==> config.mk <==
export PLATFORM = sky130hd
export DESIGN_NAME = mode_switcher_flat
export DESIGN_NICKNAME = d
export VERILOG_FILES = /design/src/rtl/mode_switcher_if.sv /design/src/rtl/mode_switcher.sv /design/src/flat_wrapper.sv
export SDC_FILE = /design/constraint.sdc
export NUM_CORES = 1
export LEC_CHECK = 0
export CORE_ASPECT_RATIO = 0.5
export CORE_MARGIN = 1.5
export CORE_UTILIZATION = 34
export CTS_CLUSTER_SIZE = 28
export DETAILED_ROUTE_END_ITERATION = 7
export PLACE_DENSITY_LB_ADDON = 0.05
export SETUP_SLACK_MARGIN = 0.1
export SLEW_MARGIN = 30
export SYNTH_ARGS = -nofsm -noshare
export SYNTH_HDL_FRONTEND = slang
export SYNTH_SLANG_ARGS = --single-unit
==> constraint.sdc <==
create_clock -name clk -period 5.7 [get_ports clk]
set_input_delay 0.57 -clock clk [delete_from_list [all_inputs] [get_ports clk]]
set_output_delay 0.57 -clock clk [all_outputs]
set_load 0.01 [all_outputs]
==> src/rtl/mode_switcher_if.sv <==
// rtl/mode_switcher_if.sv - source/sink signal bundle for the video mode switcher
interface mode_switcher_if #(
    parameter int NUM_MODES = 4,
    parameter int CH_BITS   = 2,
    parameter int ADDR_W    = 15
);
    localparam int MODE_W = $clog2(NUM_MODES);
    localparam int RGB_W  = 3 * CH_BITS;

    // Control from the clock generator, host and timing generator
    logic                          locked;
    logic [MODE_W-1:0]             mode_req;
    logic                          frame_start;
    logic                          can_color;

    // Per-slot source buses; slot k sits at [k*W +: W], slot 0 is unused
    logic [NUM_MODES*RGB_W-1:0]    src_rgb;
    logic [NUM_MODES*ADDR_W-1:0]   src_addr;
    logic [NUM_MODES*8-1:0]        src_side;

    // Selected outputs
    logic [RGB_W-1:0]              rgb;
    logic [ADDR_W-1:0]             vram_addr;
    logic [NUM_MODES-1:0]          mode_en;
    logic                          timing_en;
    logic [7:0]                    side_pixels_remove;
    logic [MODE_W-1:0]             cur_mode;
    logic                          switching;

    modport master (
        output locked,
        output mode_req,
        output frame_start,
        output can_color,
        output src_rgb,
        output src_addr,
        output src_side,
        input  rgb,
        input  vram_addr,
        input  mode_en,
        input  timing_en,
        input  side_pixels_remove,
        input  cur_mode,
        input  switching
    );

    modport slave (
        input  locked,
        input  mode_req,
        input  frame_start,
        input  can_color,
        input  src_rgb,
        input  src_addr,
        input  src_side,
        output rgb,
        output vram_addr,
        output mode_en,
        output timing_en,
        output side_pixels_remove,
        output cur_mode,
        output switching
    );
endinterface

==> src/rtl/mode_switcher.sv <==
// rtl/mode_switcher.sv - video mode switcher with frame-aligned drain/settle; optional border colour via MODE_SWITCH_BORDER_EN
module mode_switcher #(
    parameter int                    NUM_MODES     = 4,
    parameter int                    CH_BITS       = 2,
    parameter int                    ADDR_W        = 15,
    parameter int                    SETTLE_FRAMES = 2,
    parameter logic [3*CH_BITS-1:0]  BLANK_COLOR   = '0
) (
    input  logic          clk,
    input  logic          rst,
    mode_switcher_if.slave bus
);
    localparam int         MODE_W      = $clog2(NUM_MODES);
    localparam int         RGB_W       = 3 * CH_BITS;
    localparam logic [3:0] SETTLE_INIT = 4'(SETTLE_FRAMES);

    typedef enum logic [1:0] {
        ST_OFF    = 2'd0,
        ST_SETTLE = 2'd1,
        ST_ACTIVE = 2'd2,
        ST_DRAIN  = 2'd3
    } state_t;

    state_t             state_q, state_d;
    logic [MODE_W-1:0]  cur_mode_q, cur_mode_d;
    logic [3:0]         cnt_q, cnt_d;
    logic [RGB_W-1:0]   rgb_q, rgb_d;

    logic               req_valid;
    logic               req_other;
    logic [NUM_MODES-1:0] mode_en;
    logic [ADDR_W-1:0]  vram_addr;
    logic [7:0]         side_remove;
    logic               timing_en;

    // Slot 0 is the "disabled" slot; anything at or above NUM_MODES has no source
    always_comb begin
        req_valid = (bus.mode_req != '0) && (int'(bus.mode_req) < NUM_MODES);
        req_other = req_valid && (bus.mode_req != cur_mode_q);
    end

    // Next-state logic; loss of lock overrides everything else
    always_comb begin
        state_d    = state_q;
        cur_mode_d = cur_mode_q;
        cnt_d      = cnt_q;
        if (!bus.locked) begin
            state_d    = ST_OFF;
            cur_mode_d = '0;
            cnt_d      = '0;
        end else begin
            case (state_q)
                ST_OFF: begin
                    if (req_valid) begin
                        state_d    = ST_SETTLE;
                        cur_mode_d = bus.mode_req;
                        cnt_d      = SETTLE_INIT;
                    end
                end
                ST_SETTLE: begin
                    if (!req_valid) begin
                        state_d    = ST_OFF;
                        cur_mode_d = '0;
                        cnt_d      = '0;
                    end else if (req_other) begin
                        state_d = ST_DRAIN;
                    end else if (cnt_q == 4'd0) begin
                        state_d = ST_ACTIVE;
                    end else if (bus.frame_start) begin
                        cnt_d = cnt_q - 4'd1;
                        if (cnt_q == 4'd1) begin
                            state_d = ST_ACTIVE;
                        end
                    end
                end
                ST_ACTIVE: begin
                    // A frame_start coinciding with the change request is ignored:
                    // DRAIN always waits for a full frame boundary after entry.
                    if (!req_valid) begin
                        state_d    = ST_OFF;
                        cur_mode_d = '0;
                        cnt_d      = '0;
                    end else if (req_other) begin
                        state_d = ST_DRAIN;
                    end
                end
                ST_DRAIN: begin
                    // The old mode keeps running until the frame boundary
                    if (bus.frame_start) begin
                        if (bus.mode_req == cur_mode_q) begin
                            state_d = ST_ACTIVE;
                        end else if (req_valid) begin
                            state_d    = ST_SETTLE;
                            cur_mode_d = bus.mode_req;
                            cnt_d      = SETTLE_INIT;
                        end else begin
                            state_d    = ST_OFF;
                            cur_mode_d = '0;
                            cnt_d      = '0;
                        end
                    end
                end
                default: begin
                    state_d    = ST_OFF;
                    cur_mode_d = '0;
                    cnt_d      = '0;
                end
            endcase
        end
    end

    // Pixel selection for the next cycle: live source only while ACTIVE
    always_comb begin
        rgb_d = '0;
        if (state_q == ST_ACTIVE && bus.can_color) begin
            rgb_d = bus.src_rgb[int'(cur_mode_q) * RGB_W +: RGB_W];
        end
`ifdef MODE_SWITCH_BORDER_EN
        else if ((state_q == ST_SETTLE || state_q == ST_DRAIN) && bus.can_color) begin
            rgb_d = BLANK_COLOR;
        end
`endif
    end

`ifndef MODE_SWITCH_BORDER_EN
    logic unused_blank;
    assign unused_blank = ^BLANK_COLOR;
`endif

    // State, loaded mode, settle counter and output pixel registers
    always_ff @(posedge clk) begin
        if (rst) begin
            state_q    <= ST_OFF;
            cur_mode_q <= '0;
            cnt_q      <= '0;
            rgb_q      <= '0;
        end else begin
            state_q    <= state_d;
            cur_mode_q <= cur_mode_d;
            cnt_q      <= cnt_d;
            rgb_q      <= rgb_d;
        end
    end

    // Slot steering follows the loaded mode whenever the pipeline is powered
    always_comb begin
        mode_en     = '0;
        vram_addr   = '0;
        side_remove = '0;
        timing_en   = (state_q != ST_OFF);
        if (state_q != ST_OFF) begin
            mode_en[cur_mode_q] = 1'b1;
            vram_addr           = bus.src_addr[int'(cur_mode_q) * ADDR_W +: ADDR_W];
            side_remove         = bus.src_side[int'(cur_mode_q) * 8 +: 8];
        end
        mode_en[0] = 1'b0;
    end

    assign bus.rgb                = rgb_q;
    assign bus.cur_mode           = cur_mode_q;
    assign bus.mode_en            = mode_en;
    assign bus.timing_en          = timing_en;
    assign bus.vram_addr          = vram_addr;
    assign bus.side_pixels_remove = side_remove;
    assign bus.switching          = (state_q == ST_SETTLE) || (state_q == ST_DRAIN);
endmodule

==> src/flat_wrapper.sv <==
// flat-port wrapper written by rule: the top's interface ports become plain ports
module mode_switcher_flat 
#(
    parameter int                    NUM_MODES     = 4,
    parameter int                    CH_BITS       = 2,
    parameter int                    ADDR_W        = 15,
    parameter int                    SETTLE_FRAMES = 2,
    parameter logic [3*CH_BITS-1:0]  BLANK_COLOR   = '0
)
  (clk, rst, bus_locked, bus_mode_req, bus_frame_start, bus_can_color, bus_src_rgb, bus_src_addr, bus_src_side, bus_rgb, bus_vram_addr, bus_mode_en, bus_timing_en, bus_side_pixels_remove, bus_cur_mode, bus_switching);
  mode_switcher_if #(.NUM_MODES(NUM_MODES), .CH_BITS(CH_BITS), .ADDR_W(ADDR_W)) bus_i ();
  input  logic clk;
  input  logic rst;
  input wire logic [$bits(bus_i.locked)-1:0] bus_locked;
  input wire logic [$bits(bus_i.mode_req)-1:0] bus_mode_req;
  input wire logic [$bits(bus_i.frame_start)-1:0] bus_frame_start;
  input wire logic [$bits(bus_i.can_color)-1:0] bus_can_color;
  input wire logic [$bits(bus_i.src_rgb)-1:0] bus_src_rgb;
  input wire logic [$bits(bus_i.src_addr)-1:0] bus_src_addr;
  input wire logic [$bits(bus_i.src_side)-1:0] bus_src_side;
  output wire logic [$bits(bus_i.rgb)-1:0] bus_rgb;
  output wire logic [$bits(bus_i.vram_addr)-1:0] bus_vram_addr;
  output wire logic [$bits(bus_i.mode_en)-1:0] bus_mode_en;
  output wire logic [$bits(bus_i.timing_en)-1:0] bus_timing_en;
  output wire logic [$bits(bus_i.side_pixels_remove)-1:0] bus_side_pixels_remove;
  output wire logic [$bits(bus_i.cur_mode)-1:0] bus_cur_mode;
  output wire logic [$bits(bus_i.switching)-1:0] bus_switching;
  assign bus_i.locked = bus_locked;
  assign bus_i.mode_req = bus_mode_req;
  assign bus_i.frame_start = bus_frame_start;
  assign bus_i.can_color = bus_can_color;
  assign bus_i.src_rgb = bus_src_rgb;
  assign bus_i.src_addr = bus_src_addr;
  assign bus_i.src_side = bus_src_side;
  assign bus_rgb = bus_i.rgb;
  assign bus_vram_addr = bus_i.vram_addr;
  assign bus_mode_en = bus_i.mode_en;
  assign bus_timing_en = bus_i.timing_en;
  assign bus_side_pixels_remove = bus_i.side_pixels_remove;
  assign bus_cur_mode = bus_i.cur_mode;
  assign bus_switching = bus_i.switching;
  mode_switcher #(.NUM_MODES(NUM_MODES), .CH_BITS(CH_BITS), .ADDR_W(ADDR_W), .SETTLE_FRAMES(SETTLE_FRAMES), .BLANK_COLOR(BLANK_COLOR)) u_core (.clk(clk), .rst(rst), .bus(bus_i));
endmodule
Yosys cells after proc, flatten, opt, wreduce, memory -nomap -nowiden
Cells that the tools add are included.

operators by class
  mux-type cells = 33
  $mul = 2
  eq/ne operators = 17
  add/subtract/negate cells = 1
  bitwise logic cells = 2
  reduce and logical (&&, ||, !) cells = 14
  shifts and indexed selects = 3
  order comparisons = 2

operator list
  cell                                                                 count
  60-bit by 32-bit indexed part select with 15-bit output              1
  4-bit 2-to-1 mux                                                     9
  2-bit 2-to-1 mux                                                     16
  24-bit by 32-bit indexed part select with 6-bit output               1
  32-bit by 6-bit indexed part select with 8-bit output                1
  4-bit one-hot mux with 4 select lines                                1
  15-bit 2-to-1 mux                                                    1
  3-bit inequality test (second input constant)                        4
  5-bit inequality test (second input constant)                        2
  8-bit 2-to-1 mux                                                     1
  2-bit inequality test (second input constant)                        4
  2-bit one-hot mux with 4 select lines                                1
  7-bit AND reduction                                                  1
  2-bit by 4-bit multiplier with 6-bit output (second input constant)  1
  2-bit one-hot mux with 3 select lines                                1
  2-bit OR reduction                                                   3
  5-bit AND reduction                                                  1
  2-bit == test (second input constant)                                2
  4-bit by 1-bit == test with 1-bit output (second input constant)     1
  4-bit logical NOT                                                    1
  2-bit by 2-bit multiplier with 4-bit output (second input constant)  1
  4-bit AND reduction                                                  1
  2-bit nonzero test                                                   2
  4-bit by 1-bit subtractor with 4-bit output (second input constant)  1
  other kinds (12)                                                     16

storage, ports and cells
  input bits = 123
  word-level logic and storage cells = 78
  flip-flop bits (word level) = 14
  output and inout port bits = 37

Longest topological paths before layout
  depth in word-level cells = 7
  depth in mapped cells = 7
  mapped depth without buffers = 7

Worst setup path after synthesis
Ideal clock, no wire load.

  kind = register to output
  from = register u_core.cur_mode_q[1], in the netlist u_core.bus.cur_mode[1]
  to = output bus_side_pixels_remove[1]
  slack = 3.571 ns
  data required time = 5.130 ns
  arrival time = 1.559 ns
  cell stages (with the launch flop) = 5
  cells stage by stage = dfxtp_1 > clkbuf_1 > clkbuf_1 > mux4_2 > and2_1

between the ends
  cells in the longest elaborated chain, start to end = 2

ends and longest elaborated chain
  what                                                   line                  source
  start: declaration                                     mode_switcher.sv:25   logic [MODE_W-1:0] cur_mode_q, cur_mode_d;
  start signal: assignment                               mode_switcher.sv:139  cur_mode_q <= cur_mode_d;
  32-bit by 6-bit indexed part select with 8-bit output  mode_switcher.sv:154  side_remove = bus.src_side[int'(cur_mode_q) * 8 +: 8];
  8-bit 2-to-1 mux                                       mode_switcher.sv:151  if (state_q != ST_OFF) begin
  end: declaration                                       flat_wrapper.sv:25    output wire logic [$bits(bus_i.side_pixels_remove)-1:0] bus_side_pixels_remove;

Every way passes these cells.

Worst setup path after layout
  from = register u_core.cur_mode_q[0], in the netlist u_core.bus.cur_mode[0]
  to = output bus_side_pixels_remove[7]

The elaborated chain is that of the path after synthesis.

==> reports/metrics.cfg <==
[status]
status = completed

[floorplan]
rows = 18
die-area_um2 = 5595
core_area_um2 = 4932
fp.dieH_um = 53.65
initial_core_util_pct = 35.36
die_x_um = 104.3
io_pins = 160

[setup_path]
crit_family = buffers and inverters
worstPathCellList = buf_4, mux4_2, and2_1, clkdlybuf4s50_1
cp_slowest_cell = dfxtp_2
slowest_delay_ns = 0.73
crit_buf_inv = 2
cp.required_ns = 5.13
crit_fanout = 19
end_kind = primary output
crit_arrival_ns = 2.57
start_kind = flip-flop
rrSetupSlack_ns = 3.30
crit_type = flip-flop to primary output

[clock_tree]
cts_tree = done
cts_setup_buffers = 0
htreeDepth = 1
path_clk_slew_ns = 0.06
post_cts_resized = 0
clock_latency_ns = 0.25
cts.path.max_buffers = 2
hold_buffers = 0
cts-root-buf = clkbuf_8
cts_inserted_buffers = 3
clkSinkCount = 14

[power_and_ir_drop]
peakVddDrop_mv = 0.1293
p_per_area_nw_per_um2 = 113.7
p_leak_nw = 1.202
total_power_uw = 388.8

[synth]
synth-warning-count = 0
yosysSeqAreaShare_pct = 16.07
yosysUniqueCellTypes = 39
synth_top_area_share_pct = 37.45
async_flop_share_pct = 0
ys_ff_latch = 14
netlist_area_um2 = 1744
synth_edf_count = 0
syn_area_per_cell_um2 = 10.32
synth_area_leaders = mux4_2 (37%), dfxtp_1 (16%), and2_1 (8.2%)
synthesis.nets = 299
yosys.area.top_type = mux4_2
synth-main-ff-cell = dfxtp_1
syn_inst = 169

[sta]
finalSetupViolCount = 0
drv_slew = 0
fmax_mhz = 318.6
final.setup_skew_ns = 0.007383
finalHoldViolations = 0
tightest_slew_ns = 0.7455
rsz0062_at_grt = no
postLayoutSetupSlackWorst_ns = 2.561
fin_crit_ns = 3.139
fin_crit_sh_pct = 55.06
setup-tns-final_ns = 0
holdWs_ns = 0.5221
relSlewSlack_pct = 50.25

[placed_design]
dpl.cell_count = 386
dp_hpwl_um = 5968
portBuffers = 158
pre_cts_slack_ns = 2.745
place_area_um2 = 3364
gp_congestion = 0.8915

[detailed_routing]
routed_wl_um = 7196
ant_nets = 0
drc_errors = 0
route.vias.total = 1988
wl_per_cell_um = 18.45
drtIter0Drc = 62
vias_per_cell = 5.097
dr.pass1.iters = 4

[finish]
final_area_um2 = 3420
layout.nets = 451
area_growth_pct = 96.05
drive_above_1_share_pct = 13.75
layout_commonest_cell = clkdlybuf4s50_1
fin_cells = 390
final_cell_mix = clkdlybuf4s50_1 (158), mux4_2 (29), and2_1 (23)
fin_util_pct = 69.33
antenna_cells = 0

[grt]
grt_pass1_wl_um = 10780
antenna_found_initial = 0
grt_pass1_vias = 1876
grt.total_usage_pct = 25.56
grt_max_degree = 32
gr-total-overflow = 0

[job]
max_cap_viol_count = 0

[min_path]
hold_class = flip-flop to flip-flop

==> layout make-up <==
| cell class | instances | area (um2) |
|---|---|---|
| repair buffers | 160 | 1597 |
| fillers | 401 | 1513 |
| multi-input cells | 134 | 1369 |
| flip-flops and latches | 14 | 281.5 |
| well taps | 70 | 87.58 |
| clock buffers | 4 | 55.05 |
| inverters | 8 | 30.03 |
==> worst min-delay path, delay by kind of cell, from the launching register on <==
family,cells,cell delay (ns)
flops,1,0.34
compound gates,2,0.14
==> path summary, 6_finish.rpt <==
| check | start | endpoint | cells past startpoint |
|---|---|---|---|
| worst min register to register | u_core.cnt_q[2] | u_core.cnt_q[2] | 2 |
| worst max-delay path | u_core.bus.cur_mode[0] | bus_side_pixels_remove[7] | 4 |
| worst min-delay path | u_core.cnt_q[2] | u_core.cnt_q[2] | 2 |
| worst max register to register | u_core.bus.cur_mode[0] | u_core.cnt_q[2] | 6 |
==> synth_stat cells (all sizes together) (2+ instances only) <==
cell type	number
ha	7
dfxtp	14
and3	2
nand2	6
xnor2	2
clkbuf	4
or4	2
o21ai	10
and2	23
buf	9
nand2b	3
nor2	4
nor3	4
or2	2
nand3	4
nor2b	10
inv	8
or3	2
mux4	29
a21oi	8
==> per-layer routing <==
layer | vias up | wire length (um) | global-route usage (%)
li1 | 941 | - | -
met1 | 967 | 3310 | 34.25
met2 | 72 | 3315 | 42.87
met3 | 8 | 512 | 7.143
met4 | 0 | 57 | 3.704
met5 | - | 0 | 0
==> registers in the layout, summed over array words and instances (netlist names) <==
signal / count
u_core.state_q: 2
u_core.bus.rgb: 6
u_core.cnt_q: 4
u_core.bus.cur_mode: 2
==> kinds of logic (layout without fill, tap and decap cells) <==
kind of cell	after synthesis	in the layout	synth area share (%)
muxes	30	30	38.09
xor gates and xnor gates	2	2	1.865
AOI/OAI and AO/OA	25	25	9.829
buffers and inverters	21	172	5.451
DFF	14	14	16.07
other	1	1	0.2150
and+or+nand+nor	69	69	23.46
adders and majority gates	7	7	5.021
==> power by group <==
part	total (mW)	switching (mW)	internal, mW
Combinational	0.188	0.0546	0.133
Sequential	0.105	0.00482	0.0997
Clock	0.0966	0.0354	0.0612
Total	0.389	0.0948	0.294
Power figures use the tool's default switching activity.
